===== config.mk =====
export PLATFORM = sky130hd
export DESIGN_NAME = toggle_event_sync
export DESIGN_NICKNAME = d
export VERILOG_FILES = /design/src/rtl/toggle_event_sync.sv
export SDC_FILE = /design/constraint.sdc
export NUM_CORES = 1
export LEC_CHECK = 0
export CAP_MARGIN = 20
export CORE_MARGIN = 2
export CORE_UTILIZATION = 45
export DETAILED_ROUTE_END_ITERATION = 10
export PLACE_DENSITY = 0.65
export SYNTH_ARGS = -nofsm -noshare
export SYNTH_HDL_FRONTEND = slang
export SYNTH_SLANG_ARGS = --single-unit

===== constraint.sdc =====
create_clock -name i_clk -period 2.4 [get_ports i_clk]
set_input_delay 0.24 -clock i_clk [delete_from_list [all_inputs] [get_ports i_clk]]
set_output_delay 0.24 -clock i_clk [all_outputs]
set_load 0.03 [all_outputs]

===== src/rtl/toggle_event_sync.sv =====
// Multi-channel toggle-event synchronizer: per-channel sync chain and edge detect,
// saturating pending counters, round-robin valid/ready event presentation.
module toggle_event_sync #(
    parameter int NCH         = 4,
    parameter int SYNC_STAGES = 3,
    parameter int CNT_W       = 4,
    localparam int CHW        = ($clog2(NCH) > 1) ? $clog2(NCH) : 1
) (
    input  logic             i_clk,
    input  logic             i_rst,
    input  logic [NCH-1:0]   i_toggle,
    output logic [NCH-1:0]   o_pulse,
    output logic             o_valid,
    output logic [CHW-1:0]   o_chan,
    input  logic             i_ready,
    output logic [NCH-1:0]   o_overflow,
    input  logic             i_clr_ovf
);

    localparam int             MW      = $clog2(SYNC_STAGES + 1);
    localparam logic [CNT_W-1:0] CNT_MAX = '1;
    localparam logic [CHW-1:0] LAST_CH = CHW'(NCH - 1);
    localparam logic [CHW:0]   NCH_W   = (CHW + 1)'(NCH);

    logic [SYNC_STAGES-1:0][NCH-1:0] r_sync;
    logic [MW-1:0]                   r_mask_cnt;
    logic [NCH-1:0][CNT_W-1:0]       r_cnt;
    logic [NCH-1:0]                  r_ovf;
    logic                            r_valid;
    logic [CHW-1:0]                  r_chan;
    logic [CHW-1:0]                  r_ptr;

    logic [NCH-1:0][CNT_W-1:0]       w_cnt_next;
    logic [NCH-1:0]                  w_ovf_set;
    logic [NCH-1:0]                  w_pulse;
    logic [NCH-1:0]                  w_dec;
    logic                            w_mask;
    logic                            w_accept;
    logic                            w_load;
    logic                            w_sel_vld;
    logic [CHW-1:0]                  w_sel_chan;
    logic [CHW-1:0]                  w_start;
    logic [CHW:0]                    w_sum;

    // Mask stays up until the chains have refilled with post-reset samples.
    assign w_mask   = (r_mask_cnt != MW'(SYNC_STAGES));
    assign w_pulse  = (r_sync[SYNC_STAGES-1] ^ r_sync[SYNC_STAGES-2]) & {NCH{~w_mask}};
    assign w_accept = r_valid & i_ready;
    assign w_load   = ~r_valid | w_accept;
    assign w_start  = w_accept ? ((r_chan == LAST_CH) ? '0 : r_chan + CHW'(1)) : r_ptr;

    always_comb begin
        w_cnt_next = r_cnt;
        w_ovf_set  = '0;
        w_dec      = '0;
        for (int c = 0; c < NCH; c++) begin
            w_dec[c] = w_accept && (r_chan == CHW'(c));
            if (w_pulse[c] && !w_dec[c]) begin
                if (r_cnt[c] == CNT_MAX) begin
                    w_ovf_set[c] = 1'b1;
                end else begin
                    w_cnt_next[c] = r_cnt[c] + CNT_W'(1);
                end
            end else if (w_dec[c] && !w_pulse[c]) begin
                w_cnt_next[c] = r_cnt[c] - CNT_W'(1);
            end
        end
    end

    // Round-robin pick over post-update counts, starting after the last accepted channel.
    always_comb begin
        w_sel_vld  = 1'b0;
        w_sel_chan = '0;
        w_sum      = '0;
        for (int i = 0; i < NCH; i++) begin
            w_sum = {1'b0, w_start} + (CHW + 1)'(i);
            if (w_sum >= NCH_W) begin
                w_sum = w_sum - NCH_W;
            end
            if (!w_sel_vld && (w_cnt_next[w_sum[CHW-1:0]] != '0)) begin
                w_sel_vld  = 1'b1;
                w_sel_chan = w_sum[CHW-1:0];
            end
        end
    end

    always_ff @(posedge i_clk or posedge i_rst) begin
        if (i_rst) begin
            r_sync     <= '0;
            r_mask_cnt <= '0;
            r_cnt      <= '0;
            r_ovf      <= '0;
            r_valid    <= 1'b0;
            r_chan     <= '0;
            r_ptr      <= '0;
        end else begin
            r_sync <= {r_sync[SYNC_STAGES-2:0], i_toggle};
            if (w_mask) begin
                r_mask_cnt <= r_mask_cnt + MW'(1);
            end
            r_cnt <= w_cnt_next;
            r_ovf <= (r_ovf & ~{NCH{i_clr_ovf}}) | w_ovf_set;
            if (w_accept) begin
                r_ptr <= w_start;
            end
            if (w_load) begin
                r_valid <= w_sel_vld;
                r_chan  <= w_sel_chan;
            end
        end
    end

    assign o_pulse    = w_pulse;
    assign o_valid    = r_valid;
    assign o_chan     = r_chan;
    assign o_overflow = r_ovf;

endmodule


==> impl_metrics.ini, run 1 <==
[setup_path]
crit_chain = inv_2, ha_4, nand3_4, a21oi_4, buf_6, a221oi_1, o21bai_2, nor4_2, buf_4, o22ai_2, o21ai_1, a22o_1
cp.required_ns = 2.64
start_kind = flop
cpPeakStageDelay_ns = 0.46
rr_startpoint = o_chan[0]$_DFFE_PP0P_
crit_path_start = o_chan[0]$_DFFE_PP0P_
cp_data_arrival_time_ns = 2.56
critPathKind = reg2reg
crit_fanout = 6
slowest_stage = dfrtp_2
endpoint_kind = flop

[placement]
hpwlAfterDp_mm = 3.34
postPlaceCellArea_um2 = 2660
place.gp.congestion = 0.843
io_buffers = 18
place_inst = 313

[synthesis]
yosys_warnings = 0
synth_cell_types = 49
yosys.area.top_type_share_pct = 45.0
yosys-top-cells-area = dfrtp_1 (45%), ha_1 (7.5%), inv_1 (4.3%)
postSynthAreaPerCell_um2 = 10.1
seq_area_frac_synth_pct = 45.0
synth-edff-count = 0
synth.largest_area_cell = dfrtp_1
synthesis.nets = 235
syn_area_um2 = 2170
syn_inst = 214
yosys_most_used_dff = dfrtp_1
ys_seq_elements = 39
async_flop_share_pct = 100

[routing]
drt_iter0_drc = 69
drt-total-wl_mm = 4.77
vias = 1826
via_per_inst = 5.60
drt.antenna.violating_nets = 0
first_pass_iters = 4
drt-wirelength-per-cell_um = 14.6
drc_errors = 0

[min_path]
min_path_type = in2async

[run_status]
status = completed

[sta]
finClkSkew_ns = 0.00738
maxSlewViolCount = 0
hold_violations = 0
rsz0062_at_grt = yes
finalCriticalPeriod_ns = 2.32
timing.hold.ws_ns = 0.188
worstMarginPinSlew_ns = 0.422
setup_viol = 0
maxSlewHeadroom_pct = 71.8
min_period_over_period_pct = 96.9
fmax_mhz = 430

[layout]
layout.cells.non_filler = 326
finalNetCount = 292
most-common-layout-cells = dfrtp_1 (36), buf_4 (31), inv_1 (24), clkdlybuf4s50_1 (18), nand2_1 (14)
final_common_cell = dfrtp_1
nFillCells = 399
syn_to_final_growth_pct = 34.8
final_cell_area_um2 = 2930
n_antenna_cell = 0
layout-drive-gt1-share_pct = 27.6

[clock_network]
clock_sinks = 39
htreeDepth = 2
cts.clk_slew.worst_paths_ns = 0.08
clk_latency_ns = 0.30
cts_buffers = 5
cts_hold_buf = 0
clockBufferDepth = 2
cts_tree = yes
cts_root_buffer = clkbuf_8

[pwr]
p_leak_nw = 1.30
finalPower_mw = 3.22
irDropWorstVdd_v = 0.000534
power_density_nw_per_um2 = 1100

[die]
die_x_um = 73.5
core_area_um2 = 4690
fp-row-count = 25
die-area_um2 = 5400
ios = 19
die_height_um = 73.5
start_util_pct = 46.3

[global_route]
grt_pass1_wl_mm = 7.75
grt_pass1_vias = 1643
grtUsageTotal_pct = 19.0
antenna_found_initial = 0
overflow = 0
grt_start_max_net_pins = 33

[run]
cap_violations = 0
-- final timing paths --
path / to / depth (start not counted) / slack (ns)
setup / recovery: o_chan[0]$_DFFE_PP0P_ / 12 / 0.08
min in group i_clk: r_sync[7]$_DFF_PP0_ / 0 / 0.35
hold / removal: r_cnt[4]$_DFF_PP0_ / 2 / 0.19
max in group asynchronous: o_chan[1]$_DFFE_PP0P_ / 3 / 1.72
setup reg to reg: o_chan[0]$_DFFE_PP0P_ / 12 / 0.08
hold reg to reg: r_sync[7]$_DFF_PP0_ / 0 / 0.35
-- registers in the layout, summed over array words and instances (netlist names) --
name and flops:
o_chan 2, o_valid 1, r_sync 12, r_ptr 2, o_overflow 4, r_mask_cnt 2
r_cnt 16
-- per-layer routing --
metal	up-vias	track usage, %	part of all wire, %
met5	-	0	0
met4	0	7.07	1.5
met3	6	4.66	5.1
met2	40	27.6	45
met1	883	27.3	49
li1	897	-	-
-- cell type report --
class	count	area [um^2]	share of cell area, %
clock buffers	7	86.3	2.95
clock inverters	1	5.00	0.171
inverters	25	93.8	3.21
multi-input cells	147	1220	41.6
flip-flops and latches	39	980	33.5
well taps	54	67.6	2.31
repair buffers	53	475	16.3
-- kinds of logic after synthesis --
group                      count (synthesis)  share of synthesized area, %
adders and majority gates                 13                          7.49
xor gates and xnor gates                  10                          4.03
AOI/OAI and AO/OA                         58                          19.3
muxes                                      5                          2.36
buffers and inverters                     28                          5.01
and+or+nand+nor                           61                          16.8
DFF                                       39                          45.0
-- power breakdown --
group / switching (mW) / internal, mW / total [mW]
combinational: 0.860 / 0.828 / 1.69
clock: 0.232 / 0.232 / 0.464
sequential: 0.211 / 0.861 / 1.07
-- Yosys cell counts, drive strengths merged (2+ instances only) --
cell type  count
dfrtp         39
inv           25
nand2         14
ha            13
a21oi         11
nand3          9
o21ai          8
and3           7
nor2           6
xnor2          6
a211oi         5
nand4          5
nor3           5
o22ai          5
a21o           4
a221oi         4
a32o           4
and2           4
mux2i          4
xor2           4
and4           3
buf            3
a211o          2
a22o           2
a31oi          2
o21bai         2
o31ai          2
or3            2
-- repair_timing --
| action | in CTS | in global routing |
|---|---|---|
| setup buffers | 0 | 5 |
| pin swaps | 0 | 10 |
| setup endpoints to repair | 1 | 3 |
| hold endpoints to repair | 0 | 0 |
| gates resized for setup | 2 | 30 |
-- per-stage QoR --
| step | util, % | setup TNS (ns) | setup WS (ns) |
|---|---|---|---|
| after floorplan | - | 0 | 0.0665 |
| after global placement | 56.6 | -0.150 | -0.119 |
| after detailed placement | 56.6 | -0.323 | -0.197 |
| after CTS | 58.7 | 0 | 0.00430 |
| after global routing | 62.3 | -0.0975 | -0.0658 |
| final | 62.3 | 0 | 0.0750 |
-- worst max-delay path, delay by kind of cell, from the launching register on --
| kind | cells | cell delay, ns |
|---|---|---|
| AO/OA/AOI/OAI | 6 | 0.83 |
| flip-flops | 1 | 0.46 |
| buffers and inverters | 3 | 0.42 |
| AND/OR/NAND/NOR | 2 | 0.40 |
| adder cells (fa/ha/maj) | 1 | 0.14 |
Note: power is estimated with default switching activity, not from simulation.
==> inputs of run 2 (changes only) <==
--- a/config.mk
+++ b/config.mk
@@ -10,6 +10,7 @@
 export CORE_UTILIZATION = 45
 export DETAILED_ROUTE_END_ITERATION = 10
 export PLACE_DENSITY = 0.65
+export SKIP_LAST_GASP = 1
 export SYNTH_ARGS = -nofsm -noshare
 export SYNTH_HDL_FRONTEND = slang
 export SYNTH_SLANG_ARGS = --single-unit
==> run 2 against run 1 <==
Compared with the run above:
- final cell count is the same
- clock skew is essentially flat
- total power grew 0.12%
- highest routed layer unchanged
==> impl_metrics.ini, run 2 (same netlist as run 1, synthesis figures left out) <==
[run_status]
status = completed

[sta]
maxSlewViolCount = 0
setup_viol = 0
worstMarginPinSlew_ns = 0.429
tns_ns = 0
fmax_mhz = 427
fin_ws_ns = 0.0578
finClkSkew_ns = 0.00737
min_period_over_period_pct = 97.6
maxSlewHeadroom_pct = 71.3
rsz0062_at_grt = yes
hold_violations = 0
finalCriticalPeriod_ns = 2.34
timing.hold.ws_ns = 0.188

[setup_path]
start_kind = flop
cp_data_arrival_time_ns = 2.53
critPathBufInv = 1
cpPeakStageDelay_ns = 0.56
crit_chain = buf_4, ha_2, nand3_4, and4_4, nor2_2, xnor2_1, or4_4, o22ai_2, o21ai_1, a22o_1
crit_fanout = 5
crit_family = simple AND/OR/NAND/NOR gates
cp.required_ns = 2.59
endpoint_kind = flop
slowest_stage = or4_4
r2r_setup_slack_ns = 0.06
critPathKind = reg2reg

[placement]
pre_cts_slack_ns = -0.197
io_buffers = 18
hpwlAfterDp_mm = 3.34
place_inst = 313
place.gp.congestion = 0.843

[routing]
first_pass_iters = 4
drt-wirelength-per-cell_um = 14.6
drt.antenna.violating_nets = 0
drt-total-wl_mm = 4.77
via_per_inst = 5.59
vias = 1823
drt_iter0_drc = 72
drc_errors = 0

[pwr]
irDropWorstVdd_v = 0.000537
finalPower_mw = 3.23
power_density_nw_per_um2 = 1100
p_leak_nw = 1.30

[die]
die-area_um2 = 5400
die_x_um = 73.5
fp-row-count = 25
start_util_pct = 46.3
core_area_um2 = 4690
ios = 19
die_height_um = 73.5

[layout]
regMostFlops = r_cnt
finalNetCount = 292
layout.cells.non_filler = 326
n_antenna_cell = 0
largest_register_ffs = 16
final_common_cell = dfrtp_1
syn_to_final_growth_pct = 34.8
most-common-layout-cells = dfrtp_1 (36), buf_4 (31), inv_1 (24), clkdlybuf4s50_1 (18), nand2_1 (14)
layout-drive-gt1-share_pct = 27.6

[clock_network]
htreeDepth = 2
cts_root_buffer = clkbuf_8
cts_tree = yes
clock_sinks = 39
cts.clk_slew.worst_paths_ns = 0.08
clockBufferDepth = 2
cts_buffers = 5
clk_latency_ns = 0.30

[global_route]
gr-usage-met2_pct = 27.6
grtUsageTotal_pct = 19.0
grt_start_max_net_pins = 33
grt_use_met1_pct = 27.3
antenna_found_initial = 0
top_usage_layer = met2
grt_use_met3_pct = 4.66
grt_pass1_vias = 1643
grt_pass1_wl_mm = 7.75
overflow = 0

[min_path]
min_path_type = in2async

[run]
cap_violations = 0
run 2: cell counts in the layout (fill, tap and decap cells not counted):
No cell type changed its count.
run 2: final timing paths:
| path | startpoint | endpoint | depth (start not counted) |
|---|---|---|---|
| max in group asynchronous | i_rst | o_chan[1]$_DFFE_PP0P_ | 3 |
| hold reg to reg | r_sync[3]$_DFF_PP0_ | r_sync[7]$_DFF_PP0_ | 0 |
| hold / removal | i_rst | r_cnt[4]$_DFF_PP0_ | 2 |
| setup / recovery | o_chan[1]$_DFFE_PP0P_ | o_chan[0]$_DFFE_PP0P_ | 10 |
| setup reg to reg | o_chan[1]$_DFFE_PP0P_ | o_chan[0]$_DFFE_PP0P_ | 10 |
| min in group i_clk | r_sync[3]$_DFF_PP0_ | r_sync[7]$_DFF_PP0_ | 0 |
run 2: power breakdown:
part / total (mW) / switching [mW] / internal [mW]
Sequential: 1.07 / 0.212 / 0.861
Combinational: 1.69 / 0.862 / 0.829
Clock: 0.464 / 0.232 / 0.232
run 2: cell type report:
type / instances / area, um^2
Timing Repair Buffer: 53 / 475
Clock inverter: 1 / 5.00
Sequential cell: 39 / 980
Fill cell: 399 / 1770
Tap cell: 54 / 67.6
Multi-Input combinational cell: 147 / 1220
Clock buffer: 7 / 86.3
Inverter: 25 / 93.8
run 2: routing by layer:
metal | vias to the layer above | part of all wire [%] | wire length, um
met4 | 0 | 1.5 | 72
met2 | 39 | 44 | 2120
met5 | - | 0 | 0
li1 | 897 | - | -
met1 | 881 | 49 | 2340
met3 | 6 | 4.9 | 233
run 2: per-stage QoR:
step / util (%) / cell area, um^2
detailed placement: 56.6 / 2660
CTS: 58.7 / 2750
floorplan: - / 2170
global placement: 56.6 / 2660
global route: 62.3 / 2930
finish: 62.3 / 2930
run 2: timing repair:
action / in CTS / in global routing
setup endpoints to repair: 1 / 3
hold buffers: 0 / 0
pin swaps: 0 / 9
buffers inserted: 0 / 5
gates cloned: 0 / 0
gates resized for setup: 2 / 30
